[config.mk]
export PLATFORM = sky130hd
export DESIGN_NAME = aes_axis_out_tx_flat
export DESIGN_NICKNAME = d
export VERILOG_FILES = /design/src/rtl/aes_axis_out_tx_pkg.sv /design/src/rtl/aes_axis_out_tx_if.sv /design/src/rtl/aes_axis_out_tx_blk_word_unpacker.sv /design/src/rtl/aes_axis_out_tx.sv /design/src/flat_wrapper.sv
export SDC_FILE = /design/constraint.sdc
export NUM_CORES = 1
export LEC_CHECK = 0
export BUFFER_PORTS_ARGS = -buffer_cell sky130_fd_sc_hd__buf_4
export CORE_ASPECT_RATIO = 1.2
export CORE_MARGIN = 10
export CORE_UTILIZATION = 41
export DETAILED_ROUTE_END_ITERATION = 6
export PLACE_DENSITY_LB_ADDON = 0.05
export SYNTH_ARGS = -nofsm -noshare
export SYNTH_HDL_FRONTEND = slang
export SYNTH_SLANG_ARGS = --single-unit
[constraint.sdc]
create_clock -name clk -period 5.5 [get_ports clk]
set_clock_uncertainty 0.05 [all_clocks]
set_input_delay 0.825 -clock clk [delete_from_list [all_inputs] [get_ports clk]]
set_output_delay 0.825 -clock clk [all_outputs]
set_load 0.005 [all_outputs]
[src/rtl/aes_axis_out_tx_pkg.sv]
// Shared constants and types for the AES output-stream transmitter.
//   WORD_S        : stream word width in bits
//   NB            : words per AES block
//   OUT_BLK_WORDS : beats emitted per output block
//   BLK_BITS      : output SRAM word width
//   out_tx_state_e: transmitter FSM states
package aes_axis_out_tx_pkg;

  localparam int unsigned WORD_S        = 32;
  localparam int unsigned NB            = 4;
  localparam int unsigned OUT_BLK_WORDS = NB;
  localparam int unsigned BLK_BITS      = NB * WORD_S;
  localparam int unsigned OUT_IDX_W     = $clog2(OUT_BLK_WORDS);

  typedef enum logic [2:0] {
    OT_IDLE,
    OT_FETCH,
    OT_LOAD,
    OT_SEND,
    OT_DONE
  } out_tx_state_e;

  // Requested block count limited to the SRAM depth.
  function automatic int unsigned clamp_blocks(input int unsigned cnt,
                                               input int unsigned depth);
    return (cnt > depth) ? depth : cnt;
  endfunction

endpackage

[src/rtl/aes_axis_out_tx_if.sv]
// AXI-Stream bundle for the AES output transmitter.
//   master modport: drives tvalid/tdata/tstrb/tlast, samples tready
//   slave  modport: the opposite direction
interface aes_axis_out_tx_if #(
  parameter int unsigned TDATA_WIDTH = 32
);
  logic                     tvalid;
  logic [TDATA_WIDTH-1:0]   tdata;
  logic [TDATA_WIDTH/8-1:0] tstrb;
  logic                     tlast;
  logic                     tready;

  modport master (output tvalid, tdata, tstrb, tlast, input tready);
  modport slave  (input tvalid, tdata, tstrb, tlast, output tready);
endinterface

[src/rtl/aes_axis_out_tx_blk_word_unpacker.sv]
// Two-entry block buffer that splits 128-bit blocks into 32-bit beats.
//   clk        : clock
//   clear      : synchronous clear of all state
//   din_valid  : din/din_last present (SRAM read data one cycle after r_e)
//   din        : block from the output SRAM
//   din_last   : din is the final block of the packet
//   advance    : current beat handshaken
//   word       : current beat (registered, MSW first)
//   word_valid : current beat valid (registered)
//   word_last  : current beat is the last beat of the packet (registered)
//   word_idx   : index of the current beat within its block
//   nxt_valid  : prefetch slot occupied
module blk_word_unpacker
  import aes_axis_out_tx_pkg::*;
#(
  parameter int unsigned WORD_W = WORD_S,
  parameter int unsigned BLK_W  = BLK_BITS
) (
  input  logic                 clk,
  input  logic                 clear,
  input  logic                 din_valid,
  input  logic [BLK_W-1:0]     din,
  input  logic                 din_last,
  input  logic                 advance,
  output logic [WORD_W-1:0]    word,
  output logic                 word_valid,
  output logic                 word_last,
  output logic [OUT_IDX_W-1:0] word_idx,
  output logic                 nxt_valid
);

  localparam logic [OUT_IDX_W-1:0] LAST_IDX = OUT_IDX_W'(BLK_W / WORD_W - 1);
  localparam logic [OUT_IDX_W-1:0] PEN_IDX  = OUT_IDX_W'(BLK_W / WORD_W - 2);

  logic [BLK_W-1:0]     cur_q, cur_d, nxt_q, nxt_d;
  logic                 cur_last_q, cur_last_d, nxt_last_q, nxt_last_d;
  logic                 cur_valid_q, cur_valid_d, nxt_valid_q, nxt_valid_d;
  logic [OUT_IDX_W-1:0] idx_q, idx_d;
  logic                 last_q, last_d;

  // cur_blk is shifted left on every beat so the outgoing word is always the
  // top slice of a register; tlast is likewise precomputed one beat early.
  always_comb begin
    cur_d       = cur_q;
    cur_last_d  = cur_last_q;
    cur_valid_d = cur_valid_q;
    nxt_d       = nxt_q;
    nxt_last_d  = nxt_last_q;
    nxt_valid_d = nxt_valid_q;
    idx_d       = idx_q;
    last_d      = last_q;

    if (advance) begin
      if (idx_q == LAST_IDX) begin
        idx_d  = '0;
        last_d = 1'b0;
        if (nxt_valid_q) begin
          cur_d       = nxt_q;
          cur_last_d  = nxt_last_q;
          nxt_valid_d = 1'b0;
        end else begin
          cur_valid_d = 1'b0;
        end
      end else begin
        cur_d  = cur_q << WORD_W;
        idx_d  = idx_q + OUT_IDX_W'(1);
        last_d = cur_last_q && (idx_q == PEN_IDX);
      end
    end

    // Arriving data fills the current slot if it has drained, else the
    // prefetch slot.
    if (din_valid) begin
      if (!cur_valid_d) begin
        cur_d       = din;
        cur_last_d  = din_last;
        cur_valid_d = 1'b1;
        idx_d       = '0;
        last_d      = 1'b0;
      end else begin
        nxt_d       = din;
        nxt_last_d  = din_last;
        nxt_valid_d = 1'b1;
      end
    end
  end

  always_ff @(posedge clk) begin
    if (clear) begin
      cur_q       <= '0;
      cur_last_q  <= 1'b0;
      cur_valid_q <= 1'b0;
      nxt_q       <= '0;
      nxt_last_q  <= 1'b0;
      nxt_valid_q <= 1'b0;
      idx_q       <= '0;
      last_q      <= 1'b0;
    end else begin
      cur_q       <= cur_d;
      cur_last_q  <= cur_last_d;
      cur_valid_q <= cur_valid_d;
      nxt_q       <= nxt_d;
      nxt_last_q  <= nxt_last_d;
      nxt_valid_q <= nxt_valid_d;
      idx_q       <= idx_d;
      last_q      <= last_d;
    end
  end

  assign word       = cur_q[BLK_W-1 -: WORD_W];
  assign word_valid = cur_valid_q;
  assign word_last  = last_q;
  assign word_idx   = idx_q;
  assign nxt_valid  = nxt_valid_q;

endmodule

[src/rtl/aes_axis_out_tx.sv]
// AES output-stream transmitter: reads result blocks from the output SRAM and
// sends each as four AXI-Stream beats, most significant word first.
//   clk, reset     : single clock, synchronous active-high reset
//   start, blk_cnt : begin a packet of blk_cnt blocks (clamped to DEPTH)
//   out_sram_*     : output SRAM read port (data one cycle after r_e)
//   m00_axis       : AXI-Stream master
//   busy, done     : packet in progress / one-cycle completion strobe
module aes_axis_out_tx
  import aes_axis_out_tx_pkg::*;
#(
  parameter int unsigned C_M_AXIS_TDATA_WIDTH = 32,
  parameter int unsigned BLK_WIDTH            = 128,
  parameter int unsigned ADDR_WIDTH           = 9,
  parameter int unsigned DEPTH                = 512
) (
  input  logic                  clk,
  input  logic                  reset,
  input  logic                  start,
  input  logic [ADDR_WIDTH:0]   blk_cnt,
  output logic                  out_sram_r_e,
  output logic [ADDR_WIDTH-1:0] out_sram_addr,
  input  logic [BLK_WIDTH-1:0]  out_sram_data,
  aes_axis_out_tx_if.master     m00_axis,
  output logic                  busy,
  output logic                  done
);

  localparam logic [OUT_IDX_W-1:0] LAST_WORD =
    OUT_IDX_W'(BLK_WIDTH / C_M_AXIS_TDATA_WIDTH - 1);

  out_tx_state_e         state_q, state_d;
  logic [ADDR_WIDTH-1:0] rd_ptr_q;
  logic [ADDR_WIDTH:0]   rd_left_q;
  logic [ADDR_WIDTH:0]   blocks_left_q;
  logic                  pf_pend_q, pf_last_q;
  logic [ADDR_WIDTH:0]   cnt_clamped;
  logic                  rd_en;

  logic [C_M_AXIS_TDATA_WIDTH-1:0] up_word;
  logic                            up_valid, up_last, up_nxt_valid;
  logic [OUT_IDX_W-1:0]            up_idx;
  logic                            hs, blk_hs, last_hs;

  assign cnt_clamped = (ADDR_WIDTH+1)'(clamp_blocks(32'(blk_cnt), DEPTH));
  assign hs          = up_valid && m00_axis.tready;
  assign blk_hs      = hs && (up_idx == LAST_WORD);
  assign last_hs     = blk_hs && (blocks_left_q == (ADDR_WIDTH+1)'(1));

  always_comb begin
    state_d = state_q;
    rd_en   = 1'b0;
    busy    = 1'b1;
    done    = 1'b0;
    case (state_q)
      OT_IDLE: begin
        busy = 1'b0;
        if (start) state_d = (cnt_clamped == '0) ? OT_DONE : OT_FETCH;
      end
      OT_FETCH: begin
        rd_en   = 1'b1;
        state_d = OT_LOAD;
      end
      OT_LOAD: state_d = OT_SEND;
      OT_SEND: begin
        // Keep at most one block buffered ahead of the one being sent.
        rd_en = (rd_left_q != '0) && !up_nxt_valid && !pf_pend_q;
        if (last_hs) state_d = OT_DONE;
      end
      OT_DONE: begin
        busy    = 1'b0;
        done    = 1'b1;
        state_d = OT_IDLE;
      end
      default: state_d = OT_IDLE;
    endcase
  end

  // Every read carries a "last block" tag that travels with the data into the
  // unpacker, so tlast needs no look-back at blocks_left once buffered.
  always_ff @(posedge clk) begin
    if (reset) begin
      state_q       <= OT_IDLE;
      rd_ptr_q      <= '0;
      rd_left_q     <= '0;
      blocks_left_q <= '0;
      pf_pend_q     <= 1'b0;
      pf_last_q     <= 1'b0;
    end else begin
      state_q   <= state_d;
      pf_pend_q <= rd_en;
      if (state_q == OT_IDLE && start) begin
        rd_ptr_q      <= '0;
        rd_left_q     <= cnt_clamped;
        blocks_left_q <= cnt_clamped;
      end
      if (rd_en) begin
        rd_left_q <= rd_left_q - (ADDR_WIDTH+1)'(1);
        pf_last_q <= (rd_left_q == (ADDR_WIDTH+1)'(1));
        if (rd_ptr_q != ADDR_WIDTH'(DEPTH - 1)) rd_ptr_q <= rd_ptr_q + ADDR_WIDTH'(1);
      end
      if (blk_hs) blocks_left_q <= blocks_left_q - (ADDR_WIDTH+1)'(1);
    end
  end

  blk_word_unpacker #(
    .WORD_W (C_M_AXIS_TDATA_WIDTH),
    .BLK_W  (BLK_WIDTH)
  ) u_unpacker (
    .clk        (clk),
    .clear      (reset),
    .din_valid  (pf_pend_q),
    .din        (out_sram_data),
    .din_last   (pf_last_q),
    .advance    (hs),
    .word       (up_word),
    .word_valid (up_valid),
    .word_last  (up_last),
    .word_idx   (up_idx),
    .nxt_valid  (up_nxt_valid)
  );

  assign out_sram_r_e    = rd_en;
  assign out_sram_addr   = rd_ptr_q;
  assign m00_axis.tvalid = up_valid;
  assign m00_axis.tdata  = up_word;
  assign m00_axis.tlast  = up_last;
  assign m00_axis.tstrb  = '1;

endmodule

[src/flat_wrapper.sv]
// flat-port wrapper written by rule: the top's interface ports become plain ports
module aes_axis_out_tx_flat import aes_axis_out_tx_pkg::*;
#(
  parameter int unsigned C_M_AXIS_TDATA_WIDTH = 32,
  parameter int unsigned BLK_WIDTH            = 128,
  parameter int unsigned ADDR_WIDTH           = 9,
  parameter int unsigned DEPTH                = 512
)
  (clk, reset, start, blk_cnt, out_sram_r_e, out_sram_addr, out_sram_data, busy, done, m00_axis_tvalid, m00_axis_tdata, m00_axis_tstrb, m00_axis_tlast, m00_axis_tready);
  aes_axis_out_tx_if #(.TDATA_WIDTH(32)) m00_axis_i ();
  input  logic clk;
  input  logic reset;
  input  logic start;
  input  logic [ADDR_WIDTH:0] blk_cnt;
  output logic out_sram_r_e;
  output logic [ADDR_WIDTH-1:0] out_sram_addr;
  input  logic [BLK_WIDTH-1:0] out_sram_data;
  output logic busy;
  output logic done;
  output wire logic [$bits(m00_axis_i.tvalid)-1:0] m00_axis_tvalid;
  output wire logic [$bits(m00_axis_i.tdata)-1:0] m00_axis_tdata;
  output wire logic [$bits(m00_axis_i.tstrb)-1:0] m00_axis_tstrb;
  output wire logic [$bits(m00_axis_i.tlast)-1:0] m00_axis_tlast;
  input wire logic [$bits(m00_axis_i.tready)-1:0] m00_axis_tready;
  assign m00_axis_tvalid = m00_axis_i.tvalid;
  assign m00_axis_tdata = m00_axis_i.tdata;
  assign m00_axis_tstrb = m00_axis_i.tstrb;
  assign m00_axis_tlast = m00_axis_i.tlast;
  assign m00_axis_i.tready = m00_axis_tready;
  aes_axis_out_tx #(.C_M_AXIS_TDATA_WIDTH(C_M_AXIS_TDATA_WIDTH), .BLK_WIDTH(BLK_WIDTH), .ADDR_WIDTH(ADDR_WIDTH), .DEPTH(DEPTH)) u_core (.clk(clk), .reset(reset), .start(start), .blk_cnt(blk_cnt), .out_sram_r_e(out_sram_r_e), .out_sram_addr(out_sram_addr), .out_sram_data(out_sram_data), .m00_axis(m00_axis_i), .busy(busy), .done(done));
endmodule
Word level (Yosys, flattened, before mapping) --
Cells that the tools add are included.
Storage, ports and cells: memories kept 0, logic and storage cells 87, RAM bits 0, bits of input ports 142, bits in read-only memories 0, output and inout port bits 50, register bits 297, bits in latches 0
Operators by class: bitwise logic cells 0, mux-type cells 40, reductions and logical operators 17, add/subtract/negate cells 4, shift-type cells 0, $mul 0, order comparisons 1, div/mod/pow operators 0, equal/unequal tests 11
Operators with widths (number):
- two-way mux 128 bit | 5
- two-way mux 10 bit | 4
- two-way mux 9 bit | 3
- == test 10 x 1 -> 1 bit, second input constant | 2
- subtractor 10 x 1 -> 10 bit, second input constant | 2
- two-way mux 1 bit | 19
- case mux 3 bit (4 select lines) | 1
- > comparator 10 bit, second input constant | 1
- logical NOT 10 bit | 1
- nonzero test 10 bit | 1
- adder 9 x 1 -> 9 bit, second input constant | 1
- two-way mux 3 bit | 3
- != test 9 bit, second input constant | 1
- two-way mux 2 bit | 4
- logical AND 1 bit | 7
- == test 3 x 2 -> 1 bit, second input constant | 2
- == test 2 bit, second input constant | 2
- AND reduction 2 bit | 2
- nonzero test 2 bit | 2
- == test 3 x 1 -> 1 bit, second input constant | 1
- == test 3 bit, second input constant | 1
- logical NOT 3 bit | 1
- adder 2 x 1 -> 2 bit, second input constant | 1
- logical NOT 1 bit | 2
- 4 further kinds | 4

Logic depth before layout (Yosys ltp) --
depth after elaboration 6, gate-level depth with buffers 9, gate-level depth less buffers 8

By module --
Synthesis repeated with hierarchy kept, for this count alone.
Unflattened totals: cell total of the unflattened synthesis 1620, area total of the unflattened synthesis 14810.5 µm²
By module, submodules not included:
- blk_word_unpacker | sequential area each 5265.0 µm², area an instance 12664.6 µm², cells each 1352, instances 1
- aes_axis_out_tx | sequential area each 680.7 µm², area an instance 2145.8 µm², cells each 268, instances 1

Least setup slack after synthesis --
No wires, ideal clock.
path type register -> output, start register u_core.rd_left_q[0], end output port out_sram_r_e, slack 2921 ps, required time 4625 ps, arrival 1704 ps, path buffers 1, cell stages (with the launch flop) 8, cells stage by stage dfxtp_1 > inv_1 > ha_1 > or3b_2 > or4_1 > clkbuf_1 > nand2_1 > inv_1
On the way: cells in the longest elaborated chain, start to end 4
RTL lines:
- from (decl) | line aes_axis_out_tx.sv:33 | logic [ADDR_WIDTH:0] rd_left_q;
- from (signal assigned) | line aes_axis_out_tx.sv:93 | rd_left_q <= cnt_clamped;
- from (signal assigned) | line aes_axis_out_tx.sv:97 | rd_left_q <= rd_left_q - (ADDR_WIDTH+1)'(1);
- nonzero test 10 bit | line aes_axis_out_tx.sv:66 | rd_en = (rd_left_q != '0) && !up_nxt_valid && !pf_pend_q;
- logical AND 1 bit (2 in a row) | line aes_axis_out_tx.sv:66
- case mux 1 bit (2 select lines) | line aes_axis_out_tx.sv:54 | case (state_q)
- to (decl) | line flat_wrapper.sv:15 | output logic out_sram_r_e;
No other way between the ends.

Final worst setup path --
start register u_core.rd_left_q[1], end output port out_sram_r_e
Same word-level chain as after synthesis.

==> impl_metrics.py <==
metrics = {
    "floorplan": {
        "die_area_um2": 37900,
        "num_rows": 70,
        "die_x_um": 180,
        "dieHeight_um": 211,
        "start_util": 0.413,
        "io_pins": 192,
        "fp.coreArea_um2": 30300,
    },
    "yosys": {
        "synth_common_cells": "dfxtp_1 (297), nand2_1 (275), nor2_1 (154)",
        "yosysMostFrequentCell": "dfxtp_1",
        "synthFlopType": "dfxtp_1",
        "synth_area_leaders": "dfxtp_1 (48%), nand2_1 (8.2%), a211oi_1 (8.2%), a222oi_1 (7.8%), a21oi_1 (5.8%)",
        "yosysTopAreaCellShare": 0.475,
        "synth_top_cell_by_area": "dfxtp_1",
        "synth-seq-area-share": 0.475,
        "synth.distinct_cells": 57,
        "ys_ff_latch": 297,
        "synthCells": 1491,
        "ys_warn_count": 0,
        "synthArstFlopShare": 0,
        "synth_area_um2": 12500,
        "synth-edff-count": 0,
        "syn_area_per_cell_um2": 8.40,
    },
    "setup_path": {
        "cp_max_fo": 14,
        "critPathSlowestCell": "or4_1",
        "cp.arrival_ps": 2830,
        "reg2reg_to": "u_core.u_unpacker.nxt_q[34]$_SDFFE_PP0P_",
        "cp_common_cell": "inv_1",
        "r2r-start": "u_core.u_unpacker.word_idx[0]$_SDFF_PP0_",
        "cp_cell_sequence": "inv_1, ha_1, or3b_2, or4_1, nand2_1, inv_1, buf_4",
        "worstSetupEndpoint": "out_sram_r_e",
        "crit_path_end_kind": "primary output",
        "worst_r2r_path_depth": 6,
        "critPathMaxStageDelay_ps": 680,
        "critPathLaunchType": "register",
        "worstPathRequired_ps": 4620,
        "startpoint": "u_core.rd_left_q[1]$_SDFFE_PP0P_",
        "r2r_setup_slack_ps": 2610,
        "path_class": "register to primary output",
    },
    "clock_tree": {
        "cts_tree": "yes",
        "cts.path.max_buffers": 3,
        "clk_pin_slew_ps": 60,
        "cts_sinks": 297,
        "cts_inserted_buffers": 31,
        "holdBufCountCts": 0,
        "post_cts_resized": 0,
        "htree_levels": 1,
        "cts_root_buf": "clkbuf_16",
        "post_cts_buffers": 0,
        "clock_latency_ps": 570,
    },
    "routing": {
        "first_pass_iters": 7,
        "num_vias": 11500,
        "ant_nets": 0,
        "finalWirelength_mm": 39.1,
        "via_per_inst": 5.80,
        "drtIter0Drc": 1650,
        "wl_per_cell_um": 19.8,
        "drc": 36,
    },
    "global_route": {
        "grt_pass1_vias": 10400,
        "grt_first_pass_wirelength_mm": 60.4,
        "antenna_found_initial": 2,
        "grt_start_max_net_pins": 130,
        "globalRoute.totalOverflow": 0,
        "grtUsageTotal": 0.189,
    },
    "sta": {
        "period_minus_slack_ps": 3700,
        "fmax_mhz": 270,
        "rsz0062_at_grt": "no",
        "finalHoldViolations": 0,
        "setup_viol": 0,
        "finalSetupTns_ps": 0,
        "slew_headroom": 0.223,
        "tightest_slew_ps": 1170,
        "drv_slew": 0,
        "period_share": 0.673,
    },
    "cells_and_area": {
        "final_cell_count_no_fill": 1974,
        "drive_above_1_share": 0.170,
        "nets": 1703,
        "area_growth_pct": 19.2,
        "n_fill_cell": 2970,
    },
    "placed_design": {
        "dp.cells": 1916,
        "io_buffer_count": 187,
        "gp_congestion": 0.902,
        "dpl.hpwl_mm": 24.0,
    },
    "status": {
        "failed_checks": "design-rule violations",
        "outcome": "complete, but fails checks",
    },
    "job": {
        "maxCapViolations": 0,
    },
    "pwr": {
        "p_per_area_nw_per_um2": 376,
        "p_leak_nw": 5.28,
        "ir_worst_vdd_v": 0.000239,
    },
    "worst_hold_path": {
        "min_path_type": "register to register",
        "hp-start": "u_core.u_unpacker.nxt_q[42]$_SDFFE_PP0P_",
    },
}
[registers in the layout, indices dropped and copies added (netlist names)]
| register | count |
|---|---|
| u_core.u_unpacker.cur_q | 128 |
| u_core.u_unpacker.nxt_q | 128 |
| u_core.blocks_left_q | 10 |
| u_core.rd_left_q | 10 |
| u_core.out_sram_addr | 9 |
| u_core.state_q | 3 |
| u_core.u_unpacker.word_idx | 2 |
| u_core.pf_last_q | 1 |
| u_core.pf_pend_q | 1 |
| u_core.u_unpacker.cur_last_q | 1 |
| u_core.u_unpacker.nxt_last_q | 1 |
| u_core.u_unpacker.nxt_valid | 1 |
| u_core.u_unpacker.word_last | 1 |
| u_core.u_unpacker.word_valid | 1 |
[worst max-delay path, delay by kind of cell, from the launching register on]
kind                     cells  cell delay [ps]
AND/OR/NAND/NOR              3             1400
buffers and inverters        3              340
flip-flops                   1              340
adder cells (fa/ha/maj)      1              190
[worst min path at each step]
stage | cells past startpoint | end | slack (ps)
after floorplan | 2 | u_core.u_unpacker.nxt_q[127]$_SDFFE_PP0P_ | 390
after global placement | 2 | u_core.u_unpacker.nxt_q[38]$_SDFFE_PP0P_ | 390
after detailed placement | 2 | u_core.u_unpacker.nxt_q[69]$_SDFFE_PP0P_ | 400
after CTS | 2 | u_core.u_unpacker.nxt_q[123]$_SDFFE_PP0P_ | 400
after global routing | 2 | u_core.u_unpacker.nxt_q[35]$_SDFFE_PP0P_ | 420
final | 2 | u_core.u_unpacker.nxt_q[42]$_SDFFE_PP0P_ | 400
[per-layer routing]
layer,global-route usage,vias up,wire length [um]
met4,0.0591,0,786
met2,0.282,403,17500
met5,0,-,0
met1,0.272,5427,18100
li1,-,5578,-
met3,0.0325,46,2640
[metrics by stage]
stage	total power [mW]	area [um^2]	setup slack (ps)	hold WS, ps	util
after floorplan	3.10	12500	2920	386	-
after global placement	3.42	13900	2430	391	0.457
after CTS	5.64	14900	1800	404	0.492
final	5.60	14900	1800	402	0.492
after global routing	5.86	14900	1650	418	0.492
after detailed placement	3.43	13900	2410	396	0.457
[cells by family (layout without fill, tap and decap cells)]
kind of cell / count (synthesis) / count (layout) / synth area share
buf+inv: 189 / 271 / 0.0683
flops: 297 / 297 / 0.475
xor+xnor: 2 / 2 / 0.00140
other cells: 1 / 6 / 0.000300
simple gates: 524 / 524 / 0.176
compound gates: 465 / 465 / 0.267
fa+ha+maj: 8 / 8 / 0.00800
mux: 5 / 5 / 0.00420
[power breakdown]
group	switching (mW)	internal (mW)	total [mW]
combinational	0.493	0.404	0.898
sequential	0.162	2.33	2.50
clock	0.873	1.34	2.21
[cell type report]
cell class,count,area (um^2),area share
clock buffers,46,882,0.0591
flip-flops and latches,297,5950,0.399
multi-input cells,1008,5780,0.387
inverters,14,52.6,0.00352
repair buffers,201,1580,0.106
well taps,396,495,0.0332
diodes,2,5.00,0.000336
clock inverters,10,179,0.0120
[placed cells by master (no fill, tap or decap), types with 5 or more instances in the layout]
cell	Yosys	final
clkbuf_8	0	5
ha_1	8	8
clkbuf_1	127	10
buf_4	36	195
a22oi_1	33	33
a211oi_1	136	136
o211ai_1	6	6
o21ai_0	12	12
inv_1	14	14
and3_1	8	8
nor3_1	16	15
a31oi_1	11	11
or2_2	5	5
nand2_1	275	275
nor2_1	154	152
nand3_1	24	24
or4_1	5	5
clkbuf_16	0	31
buf_12	0	5
a222oi_1	97	97
a21oi_1	146	146
nor3b_1	5	5
dfxtp_1	297	297
bufinv_16	0	5
(Power assumes the default switching activity.)
